--- src/rtl/amo_responder.sv ---
// Atomic-memory responder: AMO read-modify-write, LR/SC reservation and error response over a single-port SRAM.
// Optional LR/SC reservation timeout is built when macro LRSC_TIMEOUT_EN is defined.
module amo_responder #(
  parameter int ADDR_WIDTH = 32
) (
  input  logic                  clk,
  input  logic                  reset_n,
  input  logic                  req_i,
  output logic                  ready_o,
  input  logic [1:0]            kind_i,
  input  logic [9:0]            op_i,
  input  logic [ADDR_WIDTH-1:0] addr_i,
  input  logic [31:0]           wdata_i,
  output logic                  rvalid_o,
  output logic [31:0]           rdata_o,
  output logic                  error_o,
  output logic                  mem_en_o,
  output logic [3:0]            mem_we_o,
  output logic [ADDR_WIDTH-1:0] mem_addr_o,
  output logic [31:0]           mem_wdata_o,
  input  logic [31:0]           mem_rdata_i,
  input  logic                  snoop_we_i,
  input  logic [ADDR_WIDTH-1:0] snoop_addr_i
);

  localparam logic [1:0] KIND_AMO = 2'b00;
  localparam logic [1:0] KIND_LR  = 2'b01;
  localparam logic [1:0] KIND_SC  = 2'b10;

  localparam logic [9:0] OP_NOP  = 10'b00_0000_0001;
  localparam logic [9:0] OP_SWAP = 10'b00_0000_0010;
  localparam logic [9:0] OP_ADD  = 10'b00_0000_0100;
  localparam logic [9:0] OP_XOR  = 10'b00_0000_1000;
  localparam logic [9:0] OP_AND  = 10'b00_0001_0000;
  localparam logic [9:0] OP_OR   = 10'b00_0010_0000;
  localparam logic [9:0] OP_MIN  = 10'b00_0100_0000;
  localparam logic [9:0] OP_MAX  = 10'b00_1000_0000;
  localparam logic [9:0] OP_MINU = 10'b01_0000_0000;
  localparam logic [9:0] OP_MAXU = 10'b10_0000_0000;

  typedef enum logic {IDLE = 1'b0, WAIT = 1'b1} state_t;

  state_t                state_r, state_next_s;
  logic [1:0]            kind_r;
  logic [9:0]            op_r;
  logic [ADDR_WIDTH-1:0] addr_r;
  logic [31:0]           wdata_r;
  logic                  err_r, sc_fail_r;
  logic                  res_valid_r;
  logic [ADDR_WIDTH-3:0] res_addr_r;
  logic                  accept_s, req_err_s, onehot_s, sc_hit_s, lr_set_s, snoop_clr_s;
  logic [31:0]           amo_result_s;
`ifdef LRSC_TIMEOUT_EN
  logic [5:0]            res_cnt_r;
`endif

  function automatic logic [31:0] amo_alu(input logic [9:0] op, input logic [31:0] old,
                                          input logic [31:0] rs2);
    logic [31:0] res;
    case (op)
      OP_SWAP: res = rs2;
      OP_ADD:  res = old + rs2;
      OP_XOR:  res = old ^ rs2;
      OP_AND:  res = old & rs2;
      OP_OR:   res = old | rs2;
      OP_MIN:  res = ($signed(old) < $signed(rs2)) ? old : rs2;
      OP_MAX:  res = ($signed(old) > $signed(rs2)) ? old : rs2;
      OP_MINU: res = (old < rs2) ? old : rs2;
      OP_MAXU: res = (old > rs2) ? old : rs2;
      default: res = old;
    endcase
    return res;
  endfunction

  assign accept_s     = req_i && reset_n && (state_r == IDLE);
  assign onehot_s     = (op_i != 10'd0) && ((op_i & (op_i - 10'd1)) == 10'd0);
  assign lr_set_s     = (state_r == WAIT) && (kind_r == KIND_LR) && !err_r;
  // A snoop also kills a reservation that is being established in the same cycle.
  assign snoop_clr_s  = snoop_we_i &&
                        ((res_valid_r && (snoop_addr_i[ADDR_WIDTH-1:2] == res_addr_r)) ||
                         (lr_set_s && (snoop_addr_i[ADDR_WIDTH-1:2] == addr_r[ADDR_WIDTH-1:2])));
  assign sc_hit_s     = res_valid_r && !snoop_clr_s && (res_addr_r == addr_i[ADDR_WIDTH-1:2]);
  assign amo_result_s = amo_alu(op_r, mem_rdata_i, wdata_r);

  // Request legality decode
  always_comb begin
    req_err_s = 1'b0;
    if (addr_i[1:0] != 2'b00) begin
      req_err_s = 1'b1;
    end else if (kind_i == 2'b11) begin
      req_err_s = 1'b1;
    end else if ((kind_i == KIND_AMO) && (!onehot_s || (op_i == OP_NOP))) begin
      req_err_s = 1'b1;
    end else begin
      req_err_s = 1'b0;
    end
  end

  // State register
  always_ff @(posedge clk or negedge reset_n) begin
    if (!reset_n) state_r <= IDLE;
    else          state_r <= state_next_s;
  end

  // Next-state logic
  always_comb begin
    state_next_s = IDLE;
    case (state_r)
      IDLE:    state_next_s = accept_s ? WAIT : IDLE;
      WAIT:    state_next_s = IDLE;
      default: state_next_s = IDLE;
    endcase
  end

  // Operand capture at acceptance
  always_ff @(posedge clk or negedge reset_n) begin
    if (!reset_n) begin
      kind_r    <= 2'b00;
      op_r      <= 10'd0;
      addr_r    <= '0;
      wdata_r   <= 32'd0;
      err_r     <= 1'b0;
      sc_fail_r <= 1'b0;
    end else if (accept_s) begin
      kind_r    <= kind_i;
      op_r      <= op_i;
      addr_r    <= addr_i;
      wdata_r   <= wdata_i;
      err_r     <= req_err_s;
      sc_fail_r <= !sc_hit_s;
    end
  end

  // Reservation tracking; clears are ordered last so they win over a set
  always_ff @(posedge clk or negedge reset_n) begin
    if (!reset_n) begin
      res_valid_r <= 1'b0;
      res_addr_r  <= '0;
`ifdef LRSC_TIMEOUT_EN
      res_cnt_r   <= 6'd0;
`endif
    end else begin
      if (accept_s && (req_err_s || (kind_i == KIND_SC))) begin
        res_valid_r <= 1'b0;
      end else if (lr_set_s) begin
        res_valid_r <= 1'b1;
        res_addr_r  <= addr_r[ADDR_WIDTH-1:2];
      end
`ifdef LRSC_TIMEOUT_EN
      if (lr_set_s) begin
        res_cnt_r <= 6'd0;
      end else if (res_valid_r) begin
        res_cnt_r <= res_cnt_r + 6'd1;
        if (res_cnt_r == 6'd63) res_valid_r <= 1'b0;
      end
`endif
      if (snoop_clr_s) res_valid_r <= 1'b0;
    end
  end

  // Output decode
  always_comb begin
    ready_o     = (state_r == IDLE);
    rvalid_o    = 1'b0;
    rdata_o     = 32'd0;
    error_o     = 1'b0;
    mem_en_o    = 1'b0;
    mem_we_o    = 4'b0000;
    mem_addr_o  = '0;
    mem_wdata_o = 32'd0;
    case (state_r)
      IDLE: begin
        if (accept_s && !req_err_s) begin
          case (kind_i)
            KIND_AMO, KIND_LR: begin
              mem_en_o   = 1'b1;
              mem_addr_o = addr_i;
            end
            KIND_SC: begin
              if (sc_hit_s) begin
                mem_en_o    = 1'b1;
                mem_we_o    = 4'b1111;
                mem_addr_o  = addr_i;
                mem_wdata_o = wdata_i;
              end else begin
                mem_en_o = 1'b0;
              end
            end
            default: mem_en_o = 1'b0;
          endcase
        end else begin
          mem_en_o = 1'b0;
        end
      end
      WAIT: begin
        rvalid_o = 1'b1;
        error_o  = err_r;
        if (!err_r) begin
          case (kind_r)
            KIND_AMO: begin
              rdata_o     = mem_rdata_i;
              mem_en_o    = 1'b1;
              mem_we_o    = 4'b1111;
              mem_addr_o  = addr_r;
              mem_wdata_o = amo_result_s;
            end
            KIND_LR: rdata_o = mem_rdata_i;
            KIND_SC: rdata_o = {31'd0, sc_fail_r};
            default: rdata_o = 32'd0;
          endcase
        end else begin
          rdata_o = 32'd0;
        end
      end
      default: ready_o = 1'b0;
    endcase
  end

endmodule

--- config.mk ---
export PLATFORM = sky130hd
export DESIGN_NAME = amo_responder
export DESIGN_NICKNAME = d
export VERILOG_FILES = /design/src/rtl/amo_responder.sv
export SDC_FILE = /design/constraint.sdc
export NUM_CORES = 1
export LEC_CHECK = 0
export CAP_MARGIN = 0
export CORE_MARGIN = 2
export CORE_UTILIZATION = 52
export DETAILED_ROUTE_END_ITERATION = 10
export PLACE_DENSITY = 0.82
export SYNTH_ARGS = -nofsm -noshare
export SYNTH_HDL_FRONTEND = slang
export SYNTH_SLANG_ARGS = --single-unit
--- constraint.sdc ---
create_clock -name clk -period 5.8 [get_ports clk]
set_input_delay 1.16 -clock clk [delete_from_list [all_inputs] [get_ports clk]]
set_output_delay 1.16 -clock clk [all_outputs]
set_load 0.02 [all_outputs]
==> impl_metrics.ini <==
[outcome]
status = complete, but fails checks
violations = setup timing

[sta]
slew_headroom_pct = 19.0
post-route-period-util_pct = 101
finalCriticalPeriod_ns = 5.87
timing.hold.ws_ns = 0.473
clock_skew_ns = 0.00930
final_max_slew_viol_count = 0
worstMarginPinSlew_ns = 1.22
hold_viol = 0
setup_viol = 2
max_freq_ghz = 0.170
setup_ws_ns = -0.0722

[drt]
drt_iter0_markers = 1371
finalWirelength_mm = 43.3
route.detailed.drc = 0
ant_nets = 0
vias = 12600
viasPerCell = 6.28
post_drt_wl_per_cell_um = 21.5
dr.pass1.iters = 7

[synth]
syn_nets = 1619
ys.flop_type = dfrtp_1
synth_area_mm2 = 0.0108
yosysSeqAreaShare_pct = 25.4
yosysWarnings = 0
synth.area.top_cells = dfrtp_1 25%, ha_1 11%, nand2_1 9.0%, xnor2_1 6.3%, o21ai_0 5.4%
synth-simple-area-share_pct = 20.8
synthMuxAreaShare_pct = 3.50
synth_area_per_cell_um2 = 7.85
synth_cell_types = 82
synth_compound_area_share_pct = 24.3
synth_fa_ha_area_share_pct = 11.4
synth-xor-area-share_pct = 8.50
synth_top_family_by_area = compound AO/OA/AOI/OAI gates
yosys.area.top_type_share_pct = 25.4
synthCells = 1378
synth-seq-cells = 110
async_reset_ff_share_pct = 100
synth_top_cell_by_area = dfrtp_1
synth_edf_count = 0

[global_routing]
grt_max_degree = 112
grt_pass1_wl_mm = 65.4
antenna_found_initial = 0
grt_overflow_total = 0
grt_pass1_vias = 12400
grt_usage_pct = 37.3

[placement]
dp_hpwl_mm = 30.2
port_buffers = 245
place_congestion = 0.968
numPlacedInstances = 1980
placed_area_mm2 = 0.0146
pre_cts_slack_ns = -0.795

[worst_setup_path]
slowest_stage = or4_4
cp_max_fo = 5
critical_path_buf_inv_count = 6
end_kind = output pin
critPathLaunchType = input pin
cp.required_ns = 4.64
path_delay_family = simple AND/OR/NAND/NOR gates
critPathKind = in -> out
path_cells = clkdlybuf4s50_1, inv_1, ha_4, or4_4, nor2_4, buf_6, o41a_1, nor3_4, buf_6, o21ai_4, and3_4, buf_4, o21ai_0, nor4_1, o21ai_0, clkbuf_2
worst_ep_arrival_time_ns = 4.71
slowest_delay_ns = 0.55

[floorplanning]
die_h_um = 148
core_area_mm2 = 0.0203
die_x_um = 148
pin_count = 248
dieArea_mm2 = 0.0220
num_rows = 52
start_util_pct = 53.3

[cells_and_area]
antenna_cells = 0
regArea_mm2 = 0.00275
multi_input_comb_area_mm2 = 0.00816
fin_nets = 1980
mostFrequentLayoutCells = 258 x nand2_1, 181 x clkdlybuf4s50_1, 181 x buf_4, 110 x dfrtp_1, 107 x o21ai_0
layout_commonest_cell = nand2_1
design_area_mm2 = 0.0157
area_growth_syn_to_layout_pct = 45.2
fill_cells = 1425
drive_above_1_share_pct = 22.0
fin_cells = 2014

[power_and_ir_drop]
power.internal_mw = 1.98
combinationalPowerShare_pct = 49.3
switching_share_pct = 41.0
leakage_nw = 7.12
clkPwrFrac_pct = 19.5
p_seq_share_pct = 31.1
ir_drop_v = 0.000155
total_power_mw = 3.36
power.density_mw_per_mm2 = 214
p_sw_mw = 1.38

[clock_tree]
worstSkewPairLatency_ns = 0.37
cts-root-buf = clkbuf_16
ctsLongestPathBuffers = 2
cts_tree = done
path_clk_slew_ns = 0.08
clock-sinks = 110
postCtsHoldBufs = 0
htree_levels = 3
numCtsBuffers = 9

[flow_run]
cap_viol_max_count = 0

[min_path]
min_path_type = reg -> reg
[metal layers]
metal | GRT usage [%] | wire [um]
met1 | 45.7 | 15800
met2 | 62.7 | 20300
met4 | 18.4 | 2790
met5 | 0 | 0
met3 | 7.55 | 4500
[synth_stat cells (5+ instances only)]
cell	count
nand2_1	259
o21ai_0	116
dfrtp_1	110
ha_1	96
inv_1	80
xnor2_1	78
clkbuf_1	64
a21oi_1	61
nor2_1	53
and2_1	37
a22o_1	32
mux2_2	31
xor2_1	27
nand4_1	25
o211ai_1	23
a21o_1	22
nand3_1	20
a221oi_1	19
nor4_1	18
a22oi_1	13
nor3_1	13
nand2b_1	11
nor2b_1	10
a31oi_1	9
buf_2	9
o221ai_1	9
a211oi_1	8
o21a_1	8
a221o_1	7
and3_1	6
buf_4	6
o21ai_1	6
o2111ai_1	5
[cell families (layout without fill, tap and decap cells)]
group | Yosys count | after routing
adders and majority gates | 98 | 98
AOI/OAI and AO/OA | 388 | 388
muxes | 34 | 34
DFF | 110 | 110
buffers and inverters | 163 | 529
xor gates and xnor gates | 105 | 105
and+or+nand+nor | 480 | 480
[sequential cells by signal, summed over array words and instances (netlist names)]
name and cells:
addr_r 32, err_r 1, kind_r 2, op_r 10, res_addr_r 30, res_valid_r 1
sc_fail_r 1, state_r 1, wdata_r 32
[area by class of cell]
type | instances | area share, %
clock buffers | 10 | 1.46
clock inverters | 6 | 0.398
inverters | 80 | 1.92
multi-input cells | 1105 | 52.0
flip-flops and latches | 110 | 17.5
well taps | 270 | 2.15
repair buffers | 433 | 24.6
[path summary, 6_finish.rpt]
| path | from | to | slack, ns | depth (start not counted) |
|---|---|---|---|---|
| max | mem_rdata_i[18] | mem_wdata_o[16] | -0.07 | 16 |
| min | addr_r[0] | addr_r[0] | 0.47 | 2 |
| max reg2reg | state_r | wdata_r[11] | 3.55 | 6 |
| min reg2reg | addr_r[0] | addr_r[0] | 0.47 | 2 |
| max in group asynchronous | reset_n | res_addr_r[10] | 3.45 | 3 |
| min in group asynchronous | reset_n | wdata_r[5] | 0.99 | 2 |
[stage by stage]
step | utilization [%] | setup TNS, ns
floorplan | - | 0
global placement | 71.7 | -17.46
detailed placement | 71.7 | -20.11
CTS | 75.3 | -0.0114
global route | 77.4 | -0.611
finish | 77.4 | -0.101
[worst min-delay path: cells and delay by family (launching register included)]
family        cells  cell delay, ns
flops             1            0.35
simple gates      2            0.10
[power by group through the flow]
stage | Combinational (mW) | Sequential [mW] | Clock (mW)
after CTS | 1.51 | 1.04 | 0.653
after detailed placement | 1.39 | 1.05 | 0
after global routing | 1.76 | 1.06 | 0.678
after floorplan | 0.795 | 1.00 | 0
after global placement | 1.36 | 1.04 | 0
final | 1.66 | 1.05 | 0.656
[repair_timing]
item	in CTS	in global routing
pin swaps	26	43
endpoints found under the hold margin	0	0
setup buffers	9	9
resized for setup	193	109
endpoints found under the setup margin	32	62
Power figures use the tool's default switching activity.
